==> src/rtl/ucr_seq_pkg.sv <==
// ucr_seq_pkg: stage mode encoding and sequencer state type shared by the counter-stage users.
package ucr_seq_pkg;
  localparam logic [1:0] SEL_LOAD = 2'b00;
  localparam logic [1:0] SEL_DEC  = 2'b01;
  localparam logic [1:0] SEL_INC  = 2'b10;
  localparam logic [1:0] SEL_HOLD = 2'b11;
  typedef enum logic [2:0] {IDLE, LOAD, SETTLE, PHI, PLO} state_e;
endpackage

==> src/rtl/ucr_seq_if.sv <==
// ucr_seq_if: command and counter-cascade signals of the sequencer; master is the sequencer side.
interface ucr_seq_if #(parameter int W = 12) ();
  logic         start;
  logic         dir;
  logic [W-1:0] count;
  logic         abort;
  logic         tc;
  logic [1:0]   sel;
  logic         cin;
  logic [W-1:0] ld;
  logic         busy;
  logic         step;
  logic         done;
  logic [W-1:0] steps;
  modport master (input start, dir, count, abort, tc, output sel, cin, ld, busy, step, done, steps);
  modport slave (output start, dir, count, abort, tc, input sel, cin, ld, busy, step, done, steps);
endinterface

==> src/rtl/ucr_seq.sv <==
// ucr_seq: loads a cascade of 4-bit up/down stages, then pulses CIN every other cycle until TC.
module ucr_seq
  import ucr_seq_pkg::*;
#(
  parameter int STAGES = 3
) (
  input logic        clk,
  input logic        rst_n,
  ucr_seq_if.master  bus
);
  localparam int W = 4 * STAGES;
  state_e       state_q, state_d;
  logic [1:0]   sel_q, sel_d;
  logic         cin_q, cin_d;
  logic [W-1:0] ld_q, ld_d;
  logic         dir_q, dir_d;
  logic         busy_q, busy_d;
  logic         done_q, done_d;
  logic [W-1:0] steps_q, steps_d;
  always_comb begin
    state_d = state_q;
    sel_d   = sel_q;
    cin_d   = 1'b0;
    ld_d    = ld_q;
    dir_d   = dir_q;
    busy_d  = busy_q;
    done_d  = 1'b0;
    steps_d = steps_q;
    if (state_q != IDLE && bus.abort) begin
      state_d = IDLE;
      sel_d   = SEL_HOLD;
      busy_d  = 1'b0;
    end else begin
      case (state_q)
        IDLE: if (bus.start && !bus.abort) begin
          state_d = LOAD;
          sel_d   = SEL_LOAD;
          busy_d  = 1'b1;
          ld_d    = bus.count;
          dir_d   = bus.dir;
          steps_d = '0;
        end
        LOAD: begin
          state_d = SETTLE;
          sel_d   = dir_q ? SEL_INC : SEL_DEC;
        end
        // TC is only trusted once the stages sit in a counting mode with CIN low
        SETTLE, PLO: if (bus.tc) begin
          state_d = IDLE;
          sel_d   = SEL_HOLD;
          busy_d  = 1'b0;
          done_d  = 1'b1;
        end else begin
          state_d = PHI;
          cin_d   = 1'b1;
          steps_d = steps_q + 1'b1;
        end
        PHI:     state_d = PLO;
        default: state_d = IDLE;
      endcase
    end
  end
  always_ff @(posedge clk or negedge rst_n) begin
    if (!rst_n) begin
      state_q <= IDLE;
      sel_q   <= SEL_HOLD;
      cin_q   <= 1'b0;
      ld_q    <= '0;
      dir_q   <= 1'b0;
      busy_q  <= 1'b0;
      done_q  <= 1'b0;
      steps_q <= '0;
    end else begin
      state_q <= state_d;
      sel_q   <= sel_d;
      cin_q   <= cin_d;
      ld_q    <= ld_d;
      dir_q   <= dir_d;
      busy_q  <= busy_d;
      done_q  <= done_d;
      steps_q <= steps_d;
    end
  end
  assign bus.sel   = sel_q;
  assign bus.cin   = cin_q;
  assign bus.step  = cin_q;
  assign bus.ld    = ld_q;
  assign bus.busy  = busy_q;
  assign bus.done  = done_q;
  assign bus.steps = steps_q;
endmodule
==> src/flat_wrapper.sv <==
// flat-port wrapper written by rule: the top's interface ports become plain ports
module ucr_seq_flat import ucr_seq_pkg::*;
#(
  parameter int STAGES = 3
)
  (clk, rst_n, bus_start, bus_dir, bus_count, bus_abort, bus_tc, bus_sel, bus_cin, bus_ld, bus_busy, bus_step, bus_done, bus_steps);
  ucr_seq_if bus_i ();
  input logic clk;
  input logic rst_n;
  input wire logic [$bits(bus_i.start)-1:0] bus_start;
  input wire logic [$bits(bus_i.dir)-1:0] bus_dir;
  input wire logic [$bits(bus_i.count)-1:0] bus_count;
  input wire logic [$bits(bus_i.abort)-1:0] bus_abort;
  input wire logic [$bits(bus_i.tc)-1:0] bus_tc;
  output wire logic [$bits(bus_i.sel)-1:0] bus_sel;
  output wire logic [$bits(bus_i.cin)-1:0] bus_cin;
  output wire logic [$bits(bus_i.ld)-1:0] bus_ld;
  output wire logic [$bits(bus_i.busy)-1:0] bus_busy;
  output wire logic [$bits(bus_i.step)-1:0] bus_step;
  output wire logic [$bits(bus_i.done)-1:0] bus_done;
  output wire logic [$bits(bus_i.steps)-1:0] bus_steps;
  assign bus_i.start = bus_start;
  assign bus_i.dir = bus_dir;
  assign bus_i.count = bus_count;
  assign bus_i.abort = bus_abort;
  assign bus_i.tc = bus_tc;
  assign bus_sel = bus_i.sel;
  assign bus_cin = bus_i.cin;
  assign bus_ld = bus_i.ld;
  assign bus_busy = bus_i.busy;
  assign bus_step = bus_i.step;
  assign bus_done = bus_i.done;
  assign bus_steps = bus_i.steps;
  ucr_seq #(.STAGES(STAGES)) u_core (.clk(clk), .rst_n(rst_n), .bus(bus_i));
endmodule
==> config.mk <==
export PLATFORM = sky130hd
export DESIGN_NAME = ucr_seq_flat
export DESIGN_NICKNAME = d
export VERILOG_FILES = /design/src/rtl/ucr_seq_pkg.sv /design/src/rtl/ucr_seq_if.sv /design/src/rtl/ucr_seq.sv /design/src/flat_wrapper.sv
export SDC_FILE = /design/constraint.sdc
export NUM_CORES = 1
export LEC_CHECK = 0
export BUFFER_PORTS_ARGS = -buffer_cell sky130_fd_sc_hd__buf_2
export CAP_MARGIN = 20
export CELL_PAD_IN_SITES_DETAIL_PLACEMENT = 1
export CELL_PAD_IN_SITES_GLOBAL_PLACEMENT = 2
export CORE_MARGIN = 3
export CORE_UTILIZATION = 28
export DETAILED_ROUTE_END_ITERATION = 7
export GPL_TIMING_DRIVEN = 1
export PLACE_DENSITY_LB_ADDON = 0.1
export SLEW_MARGIN = 20
export SYNTH_ARGS = -nofsm -noshare
export SYNTH_HDL_FRONTEND = slang
export SYNTH_SLANG_ARGS = --single-unit
==> constraint.sdc <==
create_clock -name clk -period 1.7 [get_ports clk]
set_input_delay 0.085 -clock clk [delete_from_list [all_inputs] [get_ports clk]]
set_output_delay 0.085 -clock clk [all_outputs]
set_load 0.01 [all_outputs]
# Yosys cells after proc, flatten, opt, wreduce, memory -nomap -nowiden
# Cells that the tools add are included.
[totals]
ff_bits = 33
latch_bits = 0
ram_bits = 0
rom_bits = 0
output_inout_bits = 30
wordCells = 53
n_memories = 0
[op_classes]
n_addsub = 1
multipliers = 0
div = 0
order_cmp = 0
eq_ne = 8
shift = 0
mux = 22
bitwise_logic = 1
n_reduce_logical = 13
[ops]
columns = ["op", "count"]
rows = [
  ["2-to-1 mux 12 bit", 2],
  ["case mux 12 bit (2 select lines)", 1],
  ["adder 12 x 1 -> 12 bit, second input constant", 1],
  ["case mux 3 bit (4 select lines)", 1],
  ["2-to-1 mux 2 bit", 5],
  ["2-to-1 mux 1 bit", 9],
  ["AND reduction 3 bit", 3],
  ["equality test 3 x 2 -> 1 bit, second input constant", 2],
  ["2-to-1 mux 3 bit", 2],
  ["case mux 2 bit (3 select lines)", 1],
  ["nonzero test 3 bit", 2],
  ["AND reduction 4 bit", 1],
  ["nonzero test 4 bit", 1],
  ["equality test 3 x 1 -> 1 bit, second input constant", 1],
  ["equality test 3 bit, second input constant", 1],
  ["zero test 3 bit", 1],
  ["inequality test 3 x 1 -> 1 bit, second input constant", 1],
  ["inequality test 3 x 2 -> 1 bit, second input constant", 1],
  ["logical AND 1 bit", 2],
  ["inequality test 2 x 1 -> 1 bit, second input constant", 1],
  ["inequality test 2 bit, second input constant", 1],
  ["case mux 1 bit (2 select lines)", 1],
  ["nonzero test 2 bit", 1],
  ["OR reduction 2 bit", 1],
  ["2 further kinds", 2],
]

# Longest topological paths before layout
[depth]
ltp_word = 5
depth_mapped = 7
mapped_depth_nobuf = 5

# Worst setup path after synthesis
# No wires, ideal clock.
[synth_timing]
path_type = "flip-flop to flip-flop"
start = "reg u_core.state_q[2]"
end = "reg u_core.steps_q[7] (netlist: u_core.bus.steps[7])"
setup_ns = 0.104
arrival_time_ns = 1.475
required_ns = 1.596
slack_ns = 0.121
path_stages_with_launch = 6
n_path_buf = 2
cell_sequence = "dfrtp_1 buf_6 xnor2_2 or4_4 buf_6 o41ai_2"
[synth_between]
elab_chain_cells = 4
elab_cells_between_ends = 12
cone_classes = "eq/ne: 4; mux: 1; bitwise: 1; reduce/logical: 6"
[synth_lines]
columns = ["item", "line", "rtl"]
rows = [
  ["from (decl)", "ucr_seq.sv:12", "state_e state_q, state_d;"],
  ["from (signal assigned)", "ucr_seq.sv:74", "state_q <= state_d;"],
  ["equality test 3 x 2 -> 1 bit, or another cell as far along", "ucr_seq.sv:34", "case (state_q)"],
  ["OR reduction 2 bit or logical AND 1 bit (tied branches)", "ucr_seq.sv:34, ucr_seq.sv:29", ""],
  ["inequality test 2 bit (no source line), or another cell as far along", "--", ""],
  ["AND reduction 4 bit (no source line)", "--", ""],
  ["to (signal assigned)", "ucr_seq.sv:81", "steps_q <= steps_d;"],
  ["to (decl)", "ucr_seq.sv:19", "logic [W-1:0] steps_q, steps_d;"],
]
# Several ways; a longest one is shown, not always the timed one.
# A chain may end at the register's enable or synchronous reset.

# Worst setup path in the final report
[layout_timing]
start = "reg u_core.state_q[1]"
end = "reg u_core.steps_q[8] (netlist: u_core.bus.steps[8])"
# The elaborated chain is that of the path after synthesis.

==> metrics.md <==
| Metric | Value |
|---|---|
| Status | finished clean |
| Top cell type's share of synthesized area | 0.492 |
| Per-cell routed wire length | 14.5 um |
| Async set-reset flop share out of synthesis | 1.00 |
| Most frequent cell after synthesis | dfrtp_1 |
| CTS tree | yes |
| Final hold vios | 0 |
| Via count | 1316 |
| Clock Tree Root | clkbuf_8 |
| Die area | 6570 um^2 |
| Crit path DAT | 1830 ps |
| CP required | 1900 ps |
| Overall global routing resource usage | 0.125 |
| Worst Setup SP | u_core.state_q[1]$_DFFE_PN0P_ |
| Critical path class | reg -> reg |
| Max VDD drop | 420 uV |
| Cells after synthesis | 139 |
| Fill cell count | 624 |
| CTS buffer count | 5 |
| Critical path fanouts, max | 8 |
| Worst-skew pair later-pin latency | 280 ps |
| Clk buf depth | 2 |
| Die X-Extent | 81.0 um |
| Post-synth top cells | dfrtp_1, mux2_2, o21ai_0 |
| Mapped Area | 1580 um^2 |
| Area contributors post-synth | dfrtp_1, mux2_2, dfstp_2, o21ai_0, a22o_1 |
| Port Buf Inserts | 47 |
| Total Routed Length | 3930 um |
| Worst hold start | bus_count[4] |
| Final Skew | 5.54 ps |
| Level count of the clock H-tree | 2 |
| # rows | 26 |
| # nets final | 219 |
| RR Startpoint | u_core.state_q[1]$_DFFE_PN0P_ |
| Clock transition at path regs | 70 ps |
| Yosys top cell by area | dfrtp_1 |
| Placer Congestion | 0.710 |
| First-pass GRT wire length | 6360 um |
| DRT iter0 DRCs | 68 |
| Non-Filler Instances | 271 |
| CP Capture Type | flop |
| Crit start category | flop |
| # IOs | 48 |
| PD cells | 1050 nW/um^2 |
| Mapped Nets | 158 |
| Pleak | 0.996 nW |
| Sink Count | 33 |
| Worst Tran Pin Value | 732 ps |
| RSZ-0062 raised after global routing | true |
| DRC | 0 |
| Psw | 570 uW |
| Share of the yosys chip area belonging to registers | 0.525 |
| Logic pwr share | 0.208 |
| Final HPWL DP | 3040 um |
| Post-synth top flop | dfrtp_1 |
| Final min period | 1630 ps |
| Hold WC Path Type | in -> reg |
| Avg Inst Size Synth | 11.3 um^2 |
| Die height | 81.0 um |
| Placed cell count | 260 |
| Final period utilization | 0.961 |
| Final Core Density | 0.395 |
| Synthesis Warnings | 0 |
| GRT overflow | 0 |
| Vias in the first global route | 1345 |
| Int Pwr | 1.62 mW |
| Pre-Repair DR Iteration Count | 4 |
| Seq cells post-synth | 33 |
| DRT antenna net count | 0 |
| Final setup violation count | 0 |
| Initial antenna violation count | 0 |
| Relative slew margins | 0.512 |
| Pin count of the biggest net entering global routing | 34 |
| Post-synth EDFFs | 0 |
| Clock Power Share | 0.343 |
| Reg power frac | 0.449 |
| Number of diodes | 0 |
| Yosys cell types | 43 |
| Max Cap Viol | 0 |
| Area growth, synth to finish | 32.0% |
| Max Freq | 612 MHz |
| Initial Util | 0.299 |
| Core area | 5270 um^2 |
| Switching share of total power | 0.260 |
| Max Slew Vio Count | 0 |
| Proportion of layout cells with a drive suffix above 1 | 0.453 |
| Drt via density | 4.86 |
flip-flops by register name, indices dropped and copies added, names as in the netlist:
register	flops
u_core.bus.ld	12
u_core.bus.steps	12
u_core.state_q	3
u_core.bus.sel	2
u_core.bus.busy	1
u_core.bus.cin	1
u_core.bus.done	1
u_core.dir_q	1
placed cells by master (no fill, tap or decap), types with 5 or more instances in the layout:
| cell | n |
|---|---|
| nand2_1 | 8 |
| nor2b_1 | 5 |
| a22o_1 | 5 |
| o21ai_0 | 7 |
| inv_1 | 6 |
| buf_2 | 47 |
| o21ai_1 | 6 |
| clkbuf_8 | 6 |
| mux2_2 | 13 |
| nor2_1 | 6 |
| dfrtp_1 | 29 |
| buf_4 | 11 |
what timing repair did:
| action | CTS | global route |
|---|---|---|
| hold buffers | 1 | 0 |
| buffers inserted | 0 | 2 |
| resized for setup | 0 | 7 |
| setup endpoints to repair | 0 | 4 |
| endpoints found under the hold margin | 31 | 0 |
area by class of cell:
class / instances / area [um^2] / area share
clock buffers: 7 / 86.3 / 0.0415
clock inverters: 1 / 30.0 / 0.0144
inverters: 8 / 42.5 / 0.0204
multi-input cells: 92 / 664 / 0.319
flip-flops and latches: 33 / 831 / 0.399
well taps: 70 / 87.6 / 0.0421
repair buffers: 60 / 339 / 0.163
kinds of logic (layout without fill, tap and decap cells):
kind of cell / after synthesis / count (layout) / synth area share
buffers and inverters: 14 / 76 / 0.0548
DFF: 33 / 33 / 0.525
AOI/OAI and AO/OA: 37 / 37 / 0.166
muxes: 14 / 14 / 0.0992
xor gates and xnor gates: 1 / 1 / 0.0103
adders and majority gates: 1 / 1 / 0.00794
and+or+nand+nor: 39 / 39 / 0.137
routing by layer:
metal,vias to the layer above,track usage,wire [um]
met2,32,0.204,1970
met3,2,0.0344,185
met1,657,0.156,1740
li1,625,-,-
met4,0,0.0507,29
met5,-,0,0
through the flow:
| step | hold WS (ps) | area, um^2 | TNS, ps | power, mW | setup slack, ps |
|---|---|---|---|---|---|
| 6_report | 39.0 | 2080 | 0 | 2.19 | 65.8 |
| 3_5_place_dp | 201 | 1930 | 0 | 1.45 | 45.5 |
| 5_1_grt | 29.3 | 2080 | -36.2 | 2.32 | -15.8 |
| 4_1_cts | 28.5 | 2060 | 0 | 2.23 | 27.9 |
| 2_1_floorplan | -211 | 1580 | 0 | 1.24 | 121 |
| 3_3_place_gp | 191 | 1930 | 0 | 1.43 | 85.5 |
final timing paths:
| path | endpoint | slack (ps) | cells after the start |
|---|---|---|---|
| worst max-delay path | u_core.bus.steps[8]$_DFFE_PN0P_ | 70 | 4 |
| worst min register to register | u_core.bus.steps[10]$_DFFE_PN0P_ | 490 | 1 |
| max in group asynchronous | u_core.bus.steps[0]$_DFFE_PN0P_ | 770 | 2 |
| worst min-delay path | u_core.bus.ld[4]$_DFFE_PN0P_ | 40 | 2 |
| min in group asynchronous | u_core.bus.steps[11]$_DFFE_PN0P_ | 410 | 2 |
| worst max register to register | u_core.bus.steps[8]$_DFFE_PN0P_ | 70 | 4 |
worst max-delay path: stages (launching register included):
cell	delay (ps)
dfrtp_2	420
xnor2_2	140
or4_4	550
o31a_1	300
a31oi_1	140
power by group through the flow:
stage	combinational [mW]	clock (mW)	sequential, mW
after global placement	0.446	0	0.987
after floorplan	0.196	0	1.04
final	0.455	0.751	0.982
after CTS	0.461	0.781	0.983
after detailed placement	0.457	0	0.997
after global routing	0.504	0.818	0.999
No activity file was read; power rests on OpenSTA's default activity.
